[src/rtl/iob_pwm_capture.sv]
// PWM capture: measures period and high time of an asynchronous PWM input in
// clk cycles, and flags an input that stays constant for a full counter span.
module iob_pwm_capture #(
  parameter int CNT_W       = 16,
  parameter int SYNC_STAGES = 2
) (
  input  logic             clk,
  input  logic             rst,
  input  logic             en,
  input  logic             pwm_input,
  output logic [CNT_W-1:0] period_o,
  output logic [CNT_W-1:0] high_o,
  output logic             valid_o,
  output logic             stuck_o,
  output logic             level_o
);

  localparam logic [CNT_W-1:0] CNT_MAX  = {CNT_W{1'b1}};
  localparam logic [CNT_W-1:0] CNT_ZERO = {CNT_W{1'b0}};
  localparam logic [CNT_W-1:0] CNT_ONE  = {{(CNT_W-1){1'b0}}, 1'b1};

  typedef enum logic [1:0] {
    IDLE = 2'd0,
    ARM  = 2'd1,
    HIGH = 2'd2,
    LOW  = 2'd3
  } state_t;

  logic [SYNC_STAGES-1:0] r_sync;
  logic                   r_hist;
  state_t                 r_state;
  logic [CNT_W-1:0]       r_cnt;
  logic [CNT_W-1:0]       r_high_cnt;

  logic                   w_sync;
  logic                   w_rise;
  logic                   w_fall;
  logic [CNT_W-1:0]       w_cnt_inc;
  state_t                 w_state_nxt;
  logic [CNT_W-1:0]       w_cnt_nxt;
  logic [CNT_W-1:0]       w_high_cnt_nxt;
  logic [CNT_W-1:0]       w_period_nxt;
  logic [CNT_W-1:0]       w_high_out_nxt;
  logic                   w_valid_nxt;
  logic                   w_stuck_nxt;
  logic                   w_level_nxt;

  assign w_sync = r_sync[SYNC_STAGES-1];
  assign w_rise = w_sync & ~r_hist;
  assign w_fall = ~w_sync & r_hist;
  // Saturate so the counter can never wrap, even on a fall at the last count.
  assign w_cnt_inc = (r_cnt == CNT_MAX) ? CNT_MAX : (r_cnt + CNT_ONE);

  // Input synchronizer and edge-history flop.
  always_ff @(posedge clk) begin
    if (!rst) begin
      r_sync <= {SYNC_STAGES{1'b0}};
      r_hist <= 1'b0;
    end else begin
      r_sync <= {r_sync[SYNC_STAGES-2:0], pwm_input};
      r_hist <= w_sync;
    end
  end

  // Next-state, counter and measurement-output logic.
  always_comb begin
    w_state_nxt    = r_state;
    w_cnt_nxt      = r_cnt;
    w_high_cnt_nxt = r_high_cnt;
    w_period_nxt   = period_o;
    w_high_out_nxt = high_o;
    w_valid_nxt    = 1'b0;
    w_stuck_nxt    = stuck_o;
    w_level_nxt    = level_o;
    if (!en) begin
      w_state_nxt = IDLE;
      w_cnt_nxt   = CNT_ZERO;
    end else begin
      case (r_state)
        IDLE: begin
          w_state_nxt = ARM;
          w_cnt_nxt   = CNT_ZERO;
        end
        ARM: begin
          // The first rising edge only establishes phase.
          if (w_rise) begin
            w_state_nxt = HIGH;
            w_cnt_nxt   = CNT_ONE;
          end else begin
            w_cnt_nxt   = CNT_ZERO;
          end
        end
        HIGH: begin
          if (w_fall) begin
            w_state_nxt    = LOW;
            w_high_cnt_nxt = r_cnt;
            w_cnt_nxt      = w_cnt_inc;
          end else if (r_cnt == CNT_MAX) begin
            w_state_nxt    = ARM;
            w_cnt_nxt      = CNT_ZERO;
            w_stuck_nxt    = 1'b1;
            w_level_nxt    = w_sync;
            w_period_nxt   = CNT_ZERO;
            w_high_out_nxt = CNT_ZERO;
          end else begin
            w_cnt_nxt      = w_cnt_inc;
          end
        end
        LOW: begin
          if (w_rise) begin
            w_state_nxt    = HIGH;
            w_cnt_nxt      = CNT_ONE;
            w_period_nxt   = r_cnt;
            w_high_out_nxt = r_high_cnt;
            w_valid_nxt    = 1'b1;
            w_stuck_nxt    = 1'b0;
          end else if (r_cnt == CNT_MAX) begin
            w_state_nxt    = ARM;
            w_cnt_nxt      = CNT_ZERO;
            w_stuck_nxt    = 1'b1;
            w_level_nxt    = w_sync;
            w_period_nxt   = CNT_ZERO;
            w_high_out_nxt = CNT_ZERO;
          end else begin
            w_cnt_nxt      = w_cnt_inc;
          end
        end
        default: begin
          w_state_nxt = IDLE;
          w_cnt_nxt   = CNT_ZERO;
        end
      endcase
    end
  end

  // State, counters and registered outputs.
  always_ff @(posedge clk) begin
    if (!rst) begin
      r_state    <= IDLE;
      r_cnt      <= CNT_ZERO;
      r_high_cnt <= CNT_ZERO;
      period_o   <= CNT_ZERO;
      high_o     <= CNT_ZERO;
      valid_o    <= 1'b0;
      stuck_o    <= 1'b0;
      level_o    <= 1'b0;
    end else begin
      r_state    <= w_state_nxt;
      r_cnt      <= w_cnt_nxt;
      r_high_cnt <= w_high_cnt_nxt;
      period_o   <= w_period_nxt;
      high_o     <= w_high_out_nxt;
      valid_o    <= w_valid_nxt;
      stuck_o    <= w_stuck_nxt;
      level_o    <= w_level_nxt;
    end
  end

endmodule

[config.mk]
export PLATFORM = sky130hd
export DESIGN_NAME = iob_pwm_capture
export DESIGN_NICKNAME = d
export VERILOG_FILES = /design/src/rtl/iob_pwm_capture.sv
export SDC_FILE = /design/constraint.sdc
export NUM_CORES = 1
export LEC_CHECK = 0
export CORE_MARGIN = 2
export CORE_UTILIZATION = 53
export CTS_CLUSTER_DIAMETER = 30
export DETAILED_ROUTE_END_ITERATION = 10
export HOLD_SLACK_MARGIN = 0.06
export PLACE_DENSITY = 0.8
export SYNTH_ARGS = -nofsm -noshare
export SYNTH_HDL_FRONTEND = slang
export SYNTH_SLANG_ARGS = --single-unit
[constraint.sdc]
create_clock -name clk -period 2.3 [get_ports clk]
set_input_delay 0.23 -clock clk [delete_from_list [all_inputs] [get_ports clk]]
set_output_delay 0.23 -clock clk [all_outputs]
set_load 0.05 [all_outputs]
# ---- After elaboration in Yosys (flattened, before gate mapping)
# Cells that the tools add are included.
dict set report word_totals {
  ff_bits 72
  in_bits 4
  out_inout_bits 35
}
dict set report op_classes {
  n_addsub 1
  n_eq_ne 7
  mux 28
  bitwise_logic 4
  n_reduce_logical 7
}
# operator n
set op_table {}
lappend op_table {{$mux 16} 10}
lappend op_table {{$pmux 16 s2} 2}
lappend op_table {{$pmux 16 s4} 1}
lappend op_table {{$add 16x1->16 const B} 1}
lappend op_table {{$eq 16x16->1 const B} 1}
lappend op_table {{$reduce_and 3->1} 3}
lappend op_table {{$mux 1} 8}
lappend op_table {{$mux 2} 4}
lappend op_table {{$pmux 2 s4} 1}
lappend op_table {{$ne 2x2->1 const B} 3}
lappend op_table {{$eq 2x2->1 const B} 2}
lappend op_table {{$pmux 1 s2} 2}
lappend op_table {{$reduce_and 4->1} 1}
lappend op_table {{$and 1x1->1} 2}
lappend op_table {{$eq 2x1->1 const B} 1}
lappend op_table {{$logic_not 2->1} 1}
lappend op_table {{$not 1->1} 2}
lappend op_table {{$reduce_and 2->1} 1}
lappend op_table {{$reduce_bool 2->1} 1}

# ---- Logic depth before layout (Yosys ltp)
dict set report logic_depth {
  depth_word 5
  ltp_mapped 7
  mapped_depth_nobuf 6
}

# ---- Worst setup path before layout
# No wires, ideal clock.
dict set report synth_timing {
  path_kind {register to register}
  from {reg r_cnt[0]}
  to {reg high_o[0]}
  setup_ns 0.117
  arrival_ns 1.801
  required_ns 2.183
  path_slack_ns 0.383
  path_stages_with_launch 8
  cell_sequence {dfxtp_1 -> ha_1 -> nand4_1 -> nor4_4 -> a21oi_1 -> o21a_2 -> buf_6 -> a22o_1}
}
dict set report synth_between {
  elab_chain_cells 4
  elab_cells_between_ends 5
}
# element line_no
set synth_lines {}
lappend synth_lines {{start: declaration} 32} ;# logic [CNT_W-1:0] r_cnt;
lappend synth_lines {{start signal: assignment} 149} ;# r_cnt <= w_cnt_nxt;
lappend synth_lines {{$eq 16x16->1 *} {98, 117}}
lappend synth_lines {{$mux 16 *} --}
lappend synth_lines {{$mux 16 (on tied branches)} --}
lappend synth_lines {{$pmux 16 s2 *} --}
lappend synth_lines {{end signal: assignment} 152} ;# high_o <= w_high_out_nxt;
lappend synth_lines {{end: declaration} 12} ;# output logic [CNT_W-1:0] high_o,
# Mark *: on every way between the ends. The rest lies on a longest branch, timed or not. The select of a mux whose other input is x is not followed.
# A chain may end at the register's enable or synchronous reset.

# ---- Worst setup path after layout
dict set report layout_timing {
  from {reg r_cnt[0]}
  to {reg high_o[10]}
}
# Same word-level chain as after synthesis.

==> impl_results.md <==
- Hold violation total from the final report: 0
- Area contributors post-synth: sky130_fd_sc_hd__dfxtp_1 53%, sky130_fd_sc_hd__a22o_1 10%, sky130_fd_sc_hd__a21oi_1 5.6%
- WL/cell: 14.9 microns
- Cell Area, Synth: 0.00270 sq mm
- Relative slew margins: 56.5%
- DRT antenna net count: 0
- Maximum Capacitance Violations: 0
- Die W: 75.4 microns
- Highest metal layer used by the detailed router: met4
- Synth cell types: 34
- CTS resizes: 0
- Num Clock Sinks: 72
- Port-buffer cells: 38
- Ranking of synthesized cells by instance count: 72 x sky130_fd_sc_hd__dfxtp_1, 37 x sky130_fd_sc_hd__nand2_1, 32 x sky130_fd_sc_hd__a22o_1
- First-pass GRT wire length: 9780 microns
- Finish-stage setup viols: 0
- Overall global routing resource usage: 23.0%
- Sort of element at the end of the critical path: flip-flop
- Fmax: 476 MHz
- Skew-Pair Late Insertion Delay: 350 ps
- Die ar.: 0.00568 sq mm
- Drt pass-1 iters: 5
- Switching power total: 515 uW
- Post-Synthesis Cells: 283
- Net count, final: 327
- Combinational Power Share: 1.7%
- Proportion of register bits with asynchronous set or reset after synthesis: 0%
- Clock Tree Root: sky130_fd_sc_hd__clkbuf_8
- Ant diodes: 0
- Num rows: 25
- Maximum number of pins on one net before global-route repair: 34
- Total of hold buffers inserted after clock tree synthesis: 0
- Number of instances on the worst hold path: 1
- Worst setup slack for register-to-register paths: 200 ps
- Number of pins with negative max-slew slack in the final report: 0
- Number of levels in the clock H-tree: 3
- Worst vdd rail ir drop: 0.489 mV
- Clock transition time at the flip-flop clock pins of the worst setup and hold paths: 70 ps
- Buffer count from post-CTS setup fixing: 0
- Proportion of layout cells with a drive suffix above 1: 9.17%
- Per-cell via count in the routed design: 5.69
- Initial Utilization: 56.0%
- Vias in the first global route: 2154
- Total negative setup slack: 0 ps
- Antenna violations before repair: 0
- Dominant register cell in the synthesized netlist: sky130_fd_sc_hd__dfxtp_1
- Final wirelength: 5860 microns
- Sequential share of the synthesized area: 53.4%
- Count of boundary I/O pins: 39
- Area Growth Syn to Fin: 24.6%
- Transition time at the pin with the least slew margin: 652 ps
- Sequential share of power: 51.8%
- Standard cell area after detailed placement: 0.00313 sq mm
- Final RePlAce weighted congestion: 0.910
- Met3 wire length: 269 microns
- Met1 wire length: 2690 microns
- Internal Dissipation: 1.90 mW
- Clock period minus worst slack: 2100 ps
- Proportion of power drawn by the clock network: 46.5%
- Power density normalized to cell area: 719 mW/mm^2
- Switching share of power: 21.3%
- Seq cells post-synth: 72
- TritonCTS clock tree: yes
- Number of buffers created by CTS: 9
- Area share of the largest cell type after synthesis: 53.4%
- Detailed placer's ending HPWL: 3880 microns
- Maximum fanout count along the critical path: 32
- Kind of launch point of the worst setup path: flip-flop
- Number of vias after detailed routing: 2241
- Drc violations: 0
- Tightest Hold Check Type: flip-flop to flip-flop
- Setup repair after global routing missed its margin: false
- Worst R2R Path Depth: 6
- Critical path data arrival time: 2340 ps
- Vertical extent of the die: 75.4 microns
- Dominant cell type by area after synthesis: sky130_fd_sc_hd__dfxtp_1
- Number of synthesized flops with an enable pin: 0
- Mean instance size in the synthesized netlist: 9.54 sq um
- Drt first-iter violations: 145
- Leakage: 1.19 nW
- Clock skew: 8.80 ps
- Placeable core region: 0.00482 sq mm
- Layout Cell Area excl Fill: 0.00336 sq mm
- Buffers from clock root to sink, at most: 2
- Status: complete, no violations
- DR WL met2: 2770 microns
- Crit path kind: flip-flop to flip-flop
- Final worst path period share: 91.3%
- Total overflow reported by the global router: 0
- Required time reported for the critical path endpoint: 2540 ps
- Dominant cell by count in the synthesized netlist: sky130_fd_sc_hd__dfxtp_1
- Warning count from the yosys run: 0
- Net count after synthesis: 288
[per-stage QoR]
step | hold WS, ps | instances | setup WS, ps | utilization, % | power, mW
after global placement | 424 | 378 | 256 | 65.0 | 1.32
after global routing | 470 | 394 | 52.2 | 69.8 | 2.48
after floorplan | 357 | 283 | 383 | - | 1.31
after CTS | 452 | 394 | 199 | 69.8 | 2.43
after detailed placement | 432 | 378 | 217 | 65.0 | 1.32
final | 448 | 394 | 201 | 69.8 | 2.42
[kinds of logic after synthesis]
group | after synthesis | synth area share, %
and+or+nand+nor | 100 | 18.3
AOI/OAI and AO/OA | 75 | 19.3
DFF | 72 | 53.4
buffers and inverters | 21 | 3.94
xor gates and xnor gates | 13 | 4.22
muxes | 1 | 0.371
adders and majority gates | 1 | 0.464
[worst max-delay path, cell delays in order, from the launching register on]
cell	delay, ps
sky130_fd_sc_hd__dfxtp_1	420
sky130_fd_sc_hd__ha_1	260
sky130_fd_sc_hd__nand4_1	190
sky130_fd_sc_hd__nor4_4	310
sky130_fd_sc_hd__a21oi_1	70
sky130_fd_sc_hd__o21a_2	430
sky130_fd_sc_hd__a22o_1	320
[cell usage in the layout, fill, tap and decap left out, types with 2 or more instances in the layout]
master	instances
sky130_fd_sc_hd__nand2_1	37
sky130_fd_sc_hd__buf_4	8
sky130_fd_sc_hd__clkdlybuf4s50_1	38
sky130_fd_sc_hd__a211oi_1	2
sky130_fd_sc_hd__a21oi_1	30
sky130_fd_sc_hd__clkinv_4	2
sky130_fd_sc_hd__or3_1	2
sky130_fd_sc_hd__a22o_1	32
sky130_fd_sc_hd__nand3_1	22
sky130_fd_sc_hd__nor3_1	6
sky130_fd_sc_hd__clkinvlp_4	2
sky130_fd_sc_hd__bufinv_16	2
sky130_fd_sc_hd__nor2_1	12
sky130_fd_sc_hd__xnor2_1	6
sky130_fd_sc_hd__o211ai_1	2
sky130_fd_sc_hd__o21ai_0	4
sky130_fd_sc_hd__inv_1	2
sky130_fd_sc_hd__nand3b_1	2
sky130_fd_sc_hd__dfxtp_1	72
sky130_fd_sc_hd__and2_1	5
sky130_fd_sc_hd__nand4_1	5
sky130_fd_sc_hd__nand2b_1	3
sky130_fd_sc_hd__a31oi_1	2
sky130_fd_sc_hd__clkbuf_8	10
sky130_fd_sc_hd__xor2_1	7
[final timing paths]
path / from / endpoint
min reg2reg: r_sync[0] / r_sync[1]
max: r_cnt[0] / high_o[10]
min: r_sync[0] / r_sync[1]
max reg2reg: r_cnt[0] / high_o[10]
[area by class of cell]
cell class / count / area [sq um]
clock buffers: 10 / 138
well taps: 67 / 83.8
inverters: 3 / 11.3
clock inverters: 6 / 92.6
flip-flops and latches: 72 / 1440
repair buffers: 46 / 440
multi-input cells: 190 / 1160
fillers: 394 / 1450
[per-layer routing]
layer	vias up	track usage, %
li1	1091	-
met5	-	0
met2	60	36.8
met4	0	10.9
met3	13	6.88
met1	1077	28.4
[registers in the layout, indices dropped and copies added, names as in the netlist]
name	count
r_hist	1
r_cnt	16
period_o	16
high_o	16
r_state	2
r_sync	2
valid_o	1
stuck_o	1
r_high_cnt	16
level_o	1
[power groups by stage]
stage	registers, mW	logic [mW]	clock network [mW]
global route	1.25	0.0459	1.18
global placement	1.28	0.0409	0
detailed placement	1.28	0.0417	0
finish	1.25	0.0417	1.12
floorplan	1.28	0.0315	0
CTS	1.25	0.0415	1.14
Power figures use the tool's default switching activity.
